--- config.mk ---
export PLATFORM = sky130hd
export DESIGN_NAME = program_loader
export DESIGN_NICKNAME = d
export VERILOG_FILES = /design/src/rtl/cpu_pkg.sv /design/src/rtl/word_assembler.sv /design/src/rtl/program_loader.sv
export SDC_FILE = /design/constraint.sdc
export NUM_CORES = 1
export LEC_CHECK = 0
export CORE_AREA = 2 2 99 101
export CTS_BUF_LIST = sky130_fd_sc_hd__clkbuf_2
export DETAILED_ROUTE_END_ITERATION = 7
export DIE_AREA = 0 0 101 103
export PLACE_DENSITY = 0.71
export SLEW_MARGIN = 20
export SYNTH_ARGS = -nofsm -noshare
export SYNTH_HDL_FRONTEND = slang
export SYNTH_HIERARCHICAL = 1
export SYNTH_SLANG_ARGS = --single-unit
--- constraint.sdc ---
create_clock -name clk -period 5.35 [get_ports clk]
set_input_delay 0.535 -clock clk [delete_from_list [all_inputs] [get_ports clk]]
set_output_delay 0.535 -clock clk [all_outputs]
set_load 0.01 [all_outputs]
--- src/rtl/cpu_pkg.sv ---
// Shared constants for the CPU subsystem: memory geometry, loader states and
// loader error codes.
package cpu_pkg;

  localparam int ADDR_W    = 12;
  localparam int MAX_WORDS = 4096;

  typedef logic [2:0] state_t;

  localparam logic [2:0] ST_IDLE   = 3'd0;
  localparam logic [2:0] ST_LEN_LO = 3'd1;
  localparam logic [2:0] ST_LEN_HI = 3'd2;
  localparam logic [2:0] ST_DATA   = 3'd3;
  localparam logic [2:0] ST_CHECK  = 3'd4;
  localparam logic [2:0] ST_RUN    = 3'd5;
  localparam logic [2:0] ST_ERROR  = 3'd6;

  localparam logic [1:0] ERR_NONE     = 2'b00;
  localparam logic [1:0] ERR_CHECKSUM = 2'b01;
  localparam logic [1:0] ERR_LENGTH   = 2'b10;

  localparam logic [1:0] LAST_BYTE_IDX = 2'd3;

  // States in which a frame is being received and stream bytes are wanted.
  function automatic logic is_loading(input state_t st);
    return (st == ST_LEN_LO) || (st == ST_LEN_HI) || (st == ST_DATA) || (st == ST_CHECK);
  endfunction

endpackage

--- src/rtl/word_assembler.sv ---
// Packs little-endian stream bytes into 32-bit words; wordValid pulses for one
// cycle after the 4th byte, while wordData holds the completed word.
module word_assembler
  import cpu_pkg::*;
(
  input  logic        clk,
  input  logic        rst,
  input  logic        clear,
  input  logic        byteEn,
  input  logic [7:0]  byteIn,
  output logic        wordValid,
  output logic [31:0] wordData
);

  logic [1:0]  byteIdx;
  logic [31:0] shiftReg;

  assign wordData = shiftReg;

  // Bytes enter at the top so that after four shifts b0 sits in the low byte.
  always_ff @(posedge clk or posedge rst) begin
    if (rst) begin
      byteIdx   <= 2'd0;
      shiftReg  <= 32'd0;
      wordValid <= 1'b0;
    end else begin
      wordValid <= 1'b0;
      if (clear) begin
        byteIdx <= 2'd0;
      end else if (byteEn) begin
        shiftReg <= {byteIn, shiftReg[31:8]};
        byteIdx  <= byteIdx + 2'd1;
        if (byteIdx == LAST_BYTE_IDX) wordValid <= 1'b1;
      end
    end
  end

endmodule

--- src/rtl/program_loader.sv ---
// Loads a length-prefixed, XOR-checksummed program image into instruction memory
// and releases the CPU from reset only after a clean load.
//   state  | meaning
//   IDLE   | no load yet, CPU held in reset
//   LEN_LO | expecting length low byte
//   LEN_HI | expecting length high byte; length is range-checked on acceptance
//   DATA   | receiving payload, one memory write per completed word
//   CHECK  | expecting the checksum byte
//   RUN    | load good, CPU released
//   ERROR  | load failed, err holds the cause until the next loadStart
module program_loader #(
  parameter int ADDR_W    = cpu_pkg::ADDR_W,
  parameter int MAX_WORDS = cpu_pkg::MAX_WORDS
) (
  input  logic              clk,
  input  logic              rst,
  input  logic              loadStart,
  input  logic [7:0]        byteIn,
  input  logic              byteValid,
  output logic              byteReady,
  output logic              instrWrEn,
  output logic [ADDR_W-1:0] instrWrAddr,
  output logic [31:0]       instrWrData,
  output logic              cpuNRst,
  output logic              busy,
  output logic              done,
  output logic [1:0]        err
);

  localparam logic [16:0] MAX_LEN = 17'(MAX_WORDS);

  cpu_pkg::state_t state;
  logic [7:0]      lenLo;
  logic [7:0]      csum;
  logic [15:0]     wordsLeft;
  logic [15:0]     lenFull;
  logic            accept;
  logic            startLoad;
  logic            wordValid;

  assign lenFull   = {byteIn, lenLo};
  // The write cycle of each word is a one-cycle bubble so the last write can
  // finish inside DATA before the checksum byte is taken.
  assign byteReady = cpu_pkg::is_loading(state) && !(state == cpu_pkg::ST_DATA && wordValid);
  assign accept    = byteValid && byteReady;
  assign startLoad = loadStart && !cpu_pkg::is_loading(state);

  assign busy      = cpu_pkg::is_loading(state);
  assign done      = (state == cpu_pkg::ST_RUN);
  assign cpuNRst   = (state == cpu_pkg::ST_RUN);
  assign instrWrEn = wordValid;

  word_assembler u_asm (
    .clk       (clk),
    .rst       (rst),
    .clear     (startLoad),
    .byteEn    (accept && state == cpu_pkg::ST_DATA),
    .byteIn    (byteIn),
    .wordValid (wordValid),
    .wordData  (instrWrData)
  );

  always_ff @(posedge clk or posedge rst) begin
    if (rst) begin
      state       <= cpu_pkg::ST_IDLE;
      lenLo       <= 8'd0;
      csum        <= 8'd0;
      wordsLeft   <= 16'd0;
      instrWrAddr <= '0;
      err         <= cpu_pkg::ERR_NONE;
    end else begin
      case (state)
        cpu_pkg::ST_IDLE, cpu_pkg::ST_RUN, cpu_pkg::ST_ERROR: begin
          if (loadStart) begin
            state       <= cpu_pkg::ST_LEN_LO;
            err         <= cpu_pkg::ERR_NONE;
            csum        <= 8'd0;
            instrWrAddr <= '0;
          end
        end
        cpu_pkg::ST_LEN_LO: begin
          if (accept) begin
            lenLo <= byteIn;
            csum  <= csum ^ byteIn;
            state <= cpu_pkg::ST_LEN_HI;
          end
        end
        cpu_pkg::ST_LEN_HI: begin
          if (accept) begin
            csum      <= csum ^ byteIn;
            wordsLeft <= lenFull;
            if ({1'b0, lenFull} > MAX_LEN) begin
              state <= cpu_pkg::ST_ERROR;
              err   <= cpu_pkg::ERR_LENGTH;
            end else if (lenFull == 16'd0) begin
              state <= cpu_pkg::ST_CHECK;
            end else begin
              state <= cpu_pkg::ST_DATA;
            end
          end
        end
        cpu_pkg::ST_DATA: begin
          if (accept) csum <= csum ^ byteIn;
          if (wordValid) begin
            instrWrAddr <= instrWrAddr + ADDR_W'(1);
            wordsLeft   <= wordsLeft - 16'd1;
            if (wordsLeft == 16'd1) state <= cpu_pkg::ST_CHECK;
          end
        end
        cpu_pkg::ST_CHECK: begin
          if (accept) begin
            if (byteIn == csum) begin
              state <= cpu_pkg::ST_RUN;
            end else begin
              state <= cpu_pkg::ST_ERROR;
              err   <= cpu_pkg::ERR_CHECKSUM;
            end
          end
        end
        default: state <= cpu_pkg::ST_IDLE;
      endcase
    end
  end

endmodule

==> run_summary.xml, run 1 <==
<?xml version="1.0" encoding="UTF-8"?>
<metrics>
  <group name="status">
    <metric name="run_status" unit="">finished, final reports clean</metric>
  </group>
  <group name="routing">
    <metric name="detailroute.via_count" unit="">3293</metric>
    <metric name="postRouteWirelength" unit="µm">9380</metric>
    <metric name="drt-wirelength-per-cell" unit="µm">16.2</metric>
    <metric name="dr.first_iter.drc_count" unit="">304</metric>
    <metric name="viasPerCell" unit="">5.68</metric>
    <metric name="route.antenna.remaining_nets" unit="">0</metric>
    <metric name="detailedRoute.firstPassIterationCount" unit="">5</metric>
    <metric name="drcViolationCount" unit="">0</metric>
  </group>
  <group name="synthesis">
    <metric name="synth_edf_count" unit="">0</metric>
    <metric name="yosysSeqAreaShare" unit="%">47.3</metric>
    <metric name="area_fraction_of_the_dominant_cell_type_after_synthesis" unit="%">47.3</metric>
    <metric name="leading_register_cell_type_out_of_synthesis" unit="">dfrtp_1</metric>
    <metric name="synthCells" unit="">413</metric>
    <metric name="yosys_register_bits" unit="">84</metric>
    <metric name="count_of_distinct_cell_types_in_the_synthesized_netlist" unit="">58</metric>
    <metric name="syn-mean-instance-area" unit="µm²">10.8</metric>
    <metric name="postSynthNetCount" unit="">429</metric>
    <metric name="synthesis.yosys.warnings" unit="">6</metric>
    <metric name="yosysTopAreaCell" unit="">dfrtp_1</metric>
    <metric name="asyncSetResetFlopFracSynth" unit="%">100</metric>
    <metric name="synth_top_cells_by_area" unit="">dfrtp_1, mux2_4, o21ai_0</metric>
    <metric name="syn-cell-area" unit="µm²">4440</metric>
  </group>
  <group name="setup_path">
    <metric name="timing_worst_setup_path_type" unit="">reg2reg</metric>
    <metric name="timing.critical_path.cells" unit="">and3b_1, and3_1, nor2b_4, buf_4, mux2_4</metric>
    <metric name="worst_setup_path_end_kind" unit="">flip-flop</metric>
    <metric name="crit_slowest_cell" unit="">and3b_1</metric>
    <metric name="cp.arrival" unit="ns">3.94</metric>
    <metric name="critical_path_required" unit="ns">5.83</metric>
    <metric name="timing.critical_path.from_type" unit="">flip-flop</metric>
    <metric name="crit_path_max_incr_delay" unit="ns">0.85</metric>
    <metric name="worstRegToRegCells" unit="">5</metric>
    <metric name="maximum_net_fanout_on_the_critical_path" unit="">28</metric>
  </group>
  <group name="finish">
    <metric name="area_growth_syn_to_layout" unit="%">15.8</metric>
    <metric name="mostFrequentLayoutCells" unit="">dfrtp_1, clkdlybuf4s50_1, nor2_1</metric>
    <metric name="area_taken_by_multi_input_logic_gates" unit="µm²">2140</metric>
    <metric name="post_layout_nonfiller_instances" unit="">580</metric>
    <metric name="num_antenna_cells" unit="">0</metric>
    <metric name="layout.cells.most_common" unit="">dfrtp_1</metric>
    <metric name="final_core_util" unit="%">54.4</metric>
    <metric name="ff_latch_area" unit="µm²">2100</metric>
    <metric name="proportion_of_layout_cells_with_a_drive_suffix_above_1" unit="%">15.5</metric>
    <metric name="nets" unit="">477</metric>
    <metric name="fillCellCount" unit="">855</metric>
  </group>
  <group name="timing">
    <metric name="grt_setup_unrepaired" unit="">no</metric>
    <metric name="final_hold_fails" unit="">0</metric>
    <metric name="post-route-period-util" unit="%">64.7</metric>
    <metric name="finClkSkew" unit="ns">0.0315</metric>
    <metric name="maxSlewViolCount" unit="">0</metric>
    <metric name="final.setup.tns" unit="ns">0</metric>
    <metric name="finalSetupViolCount" unit="">0</metric>
    <metric name="clock.fmax" unit="MHz">289</metric>
    <metric name="timing_worst_slew_pin_value" unit="ns">0.916</metric>
    <metric name="final.min_clock_period" unit="ns">3.46</metric>
    <metric name="slew_headroom" unit="%">38.7</metric>
  </group>
  <group name="floorplan">
    <metric name="die_area" unit="µm²">10400</metric>
    <metric name="num_io_pins" unit="">63</metric>
    <metric name="die_height" unit="µm">103</metric>
    <metric name="coreArea" unit="µm²">9460</metric>
    <metric name="die_width" unit="µm">101</metric>
    <metric name="initial_core_utilization" unit="%">47.0</metric>
    <metric name="rows" unit="">36</metric>
  </group>
  <group name="clocking">
    <metric name="htree_num_levels" unit="">3</metric>
    <metric name="cts_tree" unit="">done</metric>
    <metric name="cts-root-buf" unit="">clkbuf_2</metric>
    <metric name="cts.reportedPaths.clkPinSlew" unit="ns">0.26</metric>
    <metric name="cts-resized-gates" unit="">0</metric>
    <metric name="cts-buffers-inserted" unit="">9</metric>
    <metric name="holdBufCountCts" unit="">0</metric>
    <metric name="clock_tree.buffer_depth" unit="">2</metric>
    <metric name="post_cts.repair.setup_buffers" unit="">0</metric>
    <metric name="cts.sink_count" unit="">84</metric>
    <metric name="clk_latency" unit="ns">0.55</metric>
  </group>
  <group name="global_route">
    <metric name="grt_util_all_layers" unit="%">19.0</metric>
    <metric name="antenna_found_initial" unit="">0</metric>
    <metric name="grt_start_max_net_pins" unit="">50</metric>
    <metric name="via_count_of_the_first_global_routing_pass" unit="">3159</metric>
    <metric name="grt_first_pass_wirelength" unit="µm">15600</metric>
    <metric name="grt_overflow_total" unit="">0</metric>
  </group>
  <group name="min_path">
    <metric name="worst_hold_check_path_type" unit="">in2async</metric>
  </group>
  <group name="place">
    <metric name="gp_routability_congestion" unit="">0.817</metric>
    <metric name="dp.cells" unit="">564</metric>
    <metric name="port_buffers" unit="">62</metric>
    <metric name="hpwl" unit="µm">6560</metric>
  </group>
  <group name="power_and_ir_drop">
    <metric name="peakVddDrop" unit="mV">0.149</metric>
    <metric name="power_per_cell_area" unit="nW/µm²">490</metric>
    <metric name="static-leakage-power" unit="nW">2.19</metric>
    <metric name="fin_total_pwr" unit="mW">2.52</metric>
  </group>
  <group name="flow_run">
    <metric name="cap_viol_max_count" unit="">0</metric>
  </group>
</metrics>
-- final timing paths --
path                               start                  to  slack [ns]
worst max-delay path            state[1]   u_asm/wordData[2]        1.89
max in group asynchronous            rst            lenLo[3]        4.37
worst min register to register    err[0]              err[0]        0.51
worst max register to register  state[1]   u_asm/wordData[2]        1.89
worst min-delay path                 rst  u_asm/wordData[16]        0.39
min in group clk                  err[0]              err[0]        0.51
-- stage by stage --
stage	worst slack (ns)	instance area, µm²	hold slack [ns]
3_3_place_gp	2.01	5050	0.462
2_1_floorplan	3.07	4440	0.471
4_1_cts	1.89	5140	0.356
3_5_place_dp	1.91	5050	0.470
5_1_grt	1.55	5150	0.419
6_report	1.89	5150	0.391
-- cells by family (layout without fill, tap and decap cells) --
| kind of cell | after synthesis | in the layout | share of synthesized area (%) |
|---|---|---|---|
| simple gates | 135 | 135 | 16.6 |
| compound gates | 89 | 89 | 12.2 |
| flops | 84 | 84 | 47.3 |
| mux | 46 | 46 | 14.0 |
| fa+ha+maj | 4 | 4 | 1.13 |
| xor+xnor | 21 | 21 | 4.14 |
| buf+inv | 34 | 87 | 4.62 |
-- layer usage --
layer	share of wire, %	up-vias	global-route usage [%]
met1	47	1609	26.3
met4	1.1	0	6.34
met5	0	-	0
met3	4.2	14	2.71
met2	48	89	31.0
li1	-	1581	-
-- critical path, delay by kind of cell (launching register included) --
| family | cells | cell delay [ns] |
|---|---|---|
| buffers and inverters | 1 | 0.37 |
| flip-flops | 1 | 0.78 |
| multiplexers | 1 | 0.32 |
| AND/OR/NAND/NOR | 3 | 1.92 |
-- cell usage after synthesis (all sizes together), types with 3 or more instances --
| library cell | number |
|---|---|
| a22oi | 3 |
| nand3 | 10 |
| nor4 | 9 |
| nand2 | 22 |
| o22ai | 3 |
| nand2b | 11 |
| nor3 | 4 |
| buf | 17 |
| nor2 | 40 |
| o21ai | 38 |
| o211ai | 3 |
| and2 | 4 |
| a21oi | 20 |
| mux2i | 4 |
| mux2 | 42 |
| ha | 4 |
| or4 | 4 |
| and3 | 6 |
| nor2b | 5 |
| nand4 | 6 |
| clkbuf | 11 |
| dfrtp | 84 |
| xor2 | 16 |
| xnor2 | 5 |
| inv | 6 |
-- sequential cells by signal, indices dropped and copies added, names as in the netlist --
signal           count
err                  2
u_asm/wordValid      1
u_asm/byteIdx        2
state                3
wordsLeft           16
lenLo                8
csum                 8
instrWrAddr         12
u_asm/wordData      32
-- cell type report --
class	instances	share of cell area, %
Tap cell	114	2.77
Sequential cell	84	40.8
Inverter	6	0.462
Clock buffer	9	0.875
Clock inverter	7	1.02
Multi-Input combinational cell	295	41.5
Timing Repair Buffer	65	12.5
-- power by group --
group	internal (mW)	total, mW	switching, mW
clock network	0.0638	0.294	0.230
logic	0.617	1.12	0.500
registers	0.858	1.11	0.253
Note: power is estimated with default switching activity, not from simulation.
==> run 2: changes to the inputs <==
--- a/config.mk
+++ b/config.mk
@@ -9,7 +9,7 @@
 export CTS_BUF_LIST = sky130_fd_sc_hd__clkbuf_2
 export DETAILED_ROUTE_END_ITERATION = 7
 export DIE_AREA = 0 0 101 103
-export PLACE_DENSITY = 0.71
+export PLACE_DENSITY = 0.74
 export SLEW_MARGIN = 20
 export SYNTH_ARGS = -nofsm -noshare
 export SYNTH_HDL_FRONTEND = slang
==> constraint.sdc (replaced) <==
create_clock -name clk -period 3.1 [get_ports clk]
set_input_delay 0.31 -clock clk [delete_from_list [all_inputs] [get_ports clk]]
set_output_delay 0.31 -clock clk [all_outputs]
set_load 0.01 [all_outputs]
==> run_summary.xml, run 2 (synthesis results as in run 1) <==
<?xml version="1.0" encoding="UTF-8"?>
<metrics>
  <group name="timing">
    <metric name="grt_setup_unrepaired" unit="">no</metric>
    <metric name="maxSlewViolCount" unit="">0</metric>
    <metric name="finalSetupViolCount" unit="">0</metric>
    <metric name="final.min_clock_period" unit="ns">2.81</metric>
    <metric name="clock.fmax" unit="MHz">356</metric>
    <metric name="final_hold_fails" unit="">0</metric>
    <metric name="slew_headroom" unit="%">53.3</metric>
    <metric name="post-route-period-util" unit="%">90.6</metric>
    <metric name="final.setup.tns" unit="ns">0</metric>
    <metric name="finClkSkew" unit="ns">0.0431</metric>
    <metric name="timing_worst_slew_pin_value" unit="ns">0.699</metric>
  </group>
  <group name="routing">
    <metric name="detailedRoute.firstPassIterationCount" unit="">4</metric>
    <metric name="route.antenna.remaining_nets" unit="">0</metric>
    <metric name="viasPerCell" unit="">5.65</metric>
    <metric name="postRouteWirelength" unit="µm">9500</metric>
    <metric name="drcViolationCount" unit="">0</metric>
    <metric name="dr.first_iter.drc_count" unit="">151</metric>
    <metric name="drt-wirelength-per-cell" unit="µm">16.3</metric>
    <metric name="detailroute.via_count" unit="">3300</metric>
  </group>
  <group name="setup_path">
    <metric name="rrSetupSlack" unit="ns">0.67</metric>
    <metric name="timing_worst_setup_path_type" unit="">reg2out</metric>
    <metric name="worst_setup_path_end_kind" unit="">primary output</metric>
    <metric name="timing.critical_path.from_type" unit="">flip-flop</metric>
    <metric name="cp.arrival" unit="ns">2.50</metric>
    <metric name="worst_r2r_startpoint" unit="">state[1]</metric>
    <metric name="regToRegEndpoint" unit="">u_asm/wordData[29]</metric>
    <metric name="maximum_net_fanout_on_the_critical_path" unit="">20</metric>
    <metric name="worstRegToRegCells" unit="">6</metric>
    <metric name="startpoint" unit="">state[1]</metric>
    <metric name="crit_path_end" unit="">byteReady</metric>
    <metric name="critical_path_required" unit="ns">2.79</metric>
  </group>
  <group name="global_route">
    <metric name="via_count_of_the_first_global_routing_pass" unit="">3157</metric>
    <metric name="grt_overflow_total" unit="">0</metric>
    <metric name="grt_start_max_net_pins" unit="">29</metric>
    <metric name="grt_first_pass_wirelength" unit="µm">15900</metric>
    <metric name="antenna_found_initial" unit="">0</metric>
    <metric name="grt_util_all_layers" unit="%">19.4</metric>
  </group>
  <group name="power_and_ir_drop">
    <metric name="power_per_cell_area" unit="nW/µm²">871</metric>
    <metric name="peakVddDrop" unit="mV">0.308</metric>
    <metric name="static-leakage-power" unit="nW">2.23</metric>
  </group>
  <group name="clocking">
    <metric name="holdBufCountCts" unit="">0</metric>
    <metric name="cts-buffers-inserted" unit="">9</metric>
    <metric name="clk_latency" unit="ns">0.54</metric>
    <metric name="clock_tree.buffer_depth" unit="">2</metric>
    <metric name="post_cts.repair.setup_buffers" unit="">0</metric>
    <metric name="cts.reportedPaths.clkPinSlew" unit="ns">0.24</metric>
    <metric name="cts-root-buf" unit="">clkbuf_2</metric>
    <metric name="htree_num_levels" unit="">3</metric>
    <metric name="cts-resized-gates" unit="">0</metric>
    <metric name="cts.sink_count" unit="">84</metric>
    <metric name="cts_tree" unit="">done</metric>
  </group>
  <group name="finish">
    <metric name="area_growth_syn_to_layout" unit="%">17.9</metric>
    <metric name="post_layout_nonfiller_instances" unit="">584</metric>
    <metric name="nets" unit="">481</metric>
    <metric name="mostFrequentLayoutCells" unit="">dfrtp_1, clkdlybuf4s50_1, nor2_1</metric>
    <metric name="largest_register_ffs" unit="">32</metric>
    <metric name="num_antenna_cells" unit="">0</metric>
    <metric name="ff_latch_area" unit="µm²">2100</metric>
    <metric name="area_taken_by_multi_input_logic_gates" unit="µm²">2140</metric>
    <metric name="proportion_of_layout_cells_with_a_drive_suffix_above_1" unit="%">16.2</metric>
    <metric name="layout.cells.most_common" unit="">dfrtp_1</metric>
    <metric name="fillCellCount" unit="">814</metric>
  </group>
  <group name="floorplan">
    <metric name="die_height" unit="µm">103</metric>
    <metric name="die_area" unit="µm²">10400</metric>
    <metric name="coreArea" unit="µm²">9460</metric>
    <metric name="initial_core_utilization" unit="%">47.0</metric>
    <metric name="die_width" unit="µm">101</metric>
    <metric name="num_io_pins" unit="">63</metric>
    <metric name="rows" unit="">36</metric>
  </group>
  <group name="min_path">
    <metric name="worst_hold_check_path_type" unit="">in2async</metric>
  </group>
  <group name="place">
    <metric name="port_buffers" unit="">62</metric>
    <metric name="dp.cells" unit="">568</metric>
    <metric name="hpwl" unit="µm">6740</metric>
    <metric name="gp_routability_congestion" unit="">0.836</metric>
  </group>
  <group name="status">
    <metric name="run_status" unit="">finished, final reports clean</metric>
  </group>
  <group name="flow_run">
    <metric name="cap_viol_max_count" unit="">0</metric>
  </group>
</metrics>
run 2: cell count changes in the layout (fill, tap and decap cells not counted), sizes merged:
cell,before,now
clkinv,6,0
buf,3,7
inv,6,10
bufinv,0,2
run 2: how the worst min path moves through the flow:
stage	cells past startpoint	to	from
finish	2	u_asm/wordData[28]	rst
global route	2	u_asm/wordData[28]	rst
CTS	2	u_asm/byteIdx[1]	rst
detailed placement	1	err[0]	err[0]
global placement	1	err[0]	err[0]
floorplan	1	u_asm/byteIdx[0]	rst
run 2: power breakdown:
part	internal (mW)	switching, mW	total, mW
combinational	1.08	0.851	1.93
sequential	1.48	0.457	1.94
clock	0.282	0.414	0.696
total	2.84	1.72	4.56
run 2: cell type report:
cell class / instances / share of cell area, %
multi-input cells: 295 / 40.8
clock inverters: 7 / 2.01
clock buffers: 9 / 0.860
well taps: 114 / 2.72
repair buffers: 69 / 13.1
flip-flops and latches: 84 / 40.1
inverters: 6 / 0.430
run 2: worst max-delay path: stages, from the launching register on:
cell and delay [ns]:
dfrtp_1 0.80, nand4b_1 0.44, and2_1 0.27, clkdlybuf4s50_1 0.48
run 2: routing by layer:
| metal | share of wire, % | up-vias | track usage [%] |
|---|---|---|---|
| met4 | 1.4 | 0 | 6.03 |
| met3 | 4.1 | 11 | 3.86 |
| met2 | 47 | 82 | 29.5 |
| met5 | 0 | - | 0 |
| li1 | - | 1582 | - |
| met1 | 48 | 1625 | 28.0 |
run 2: per-stage QoR:
stage | power (mW) | area [µm²] | util [%] | setup WS, ns | hold slack, ns
after floorplan | 3.20 | 4440 | - | 0.825 | 0.458
after global placement | 3.81 | 5090 | 53.8 | 0.657 | 0.481
after detailed placement | 3.89 | 5090 | 53.8 | 0.587 | 0.476
after CTS | 4.60 | 5240 | 55.4 | 0.254 | 0.0410
after global routing | 4.90 | 5240 | 55.4 | 0.0667 | 0.0372
final | 4.56 | 5240 | 55.4 | 0.291 | 0.0745
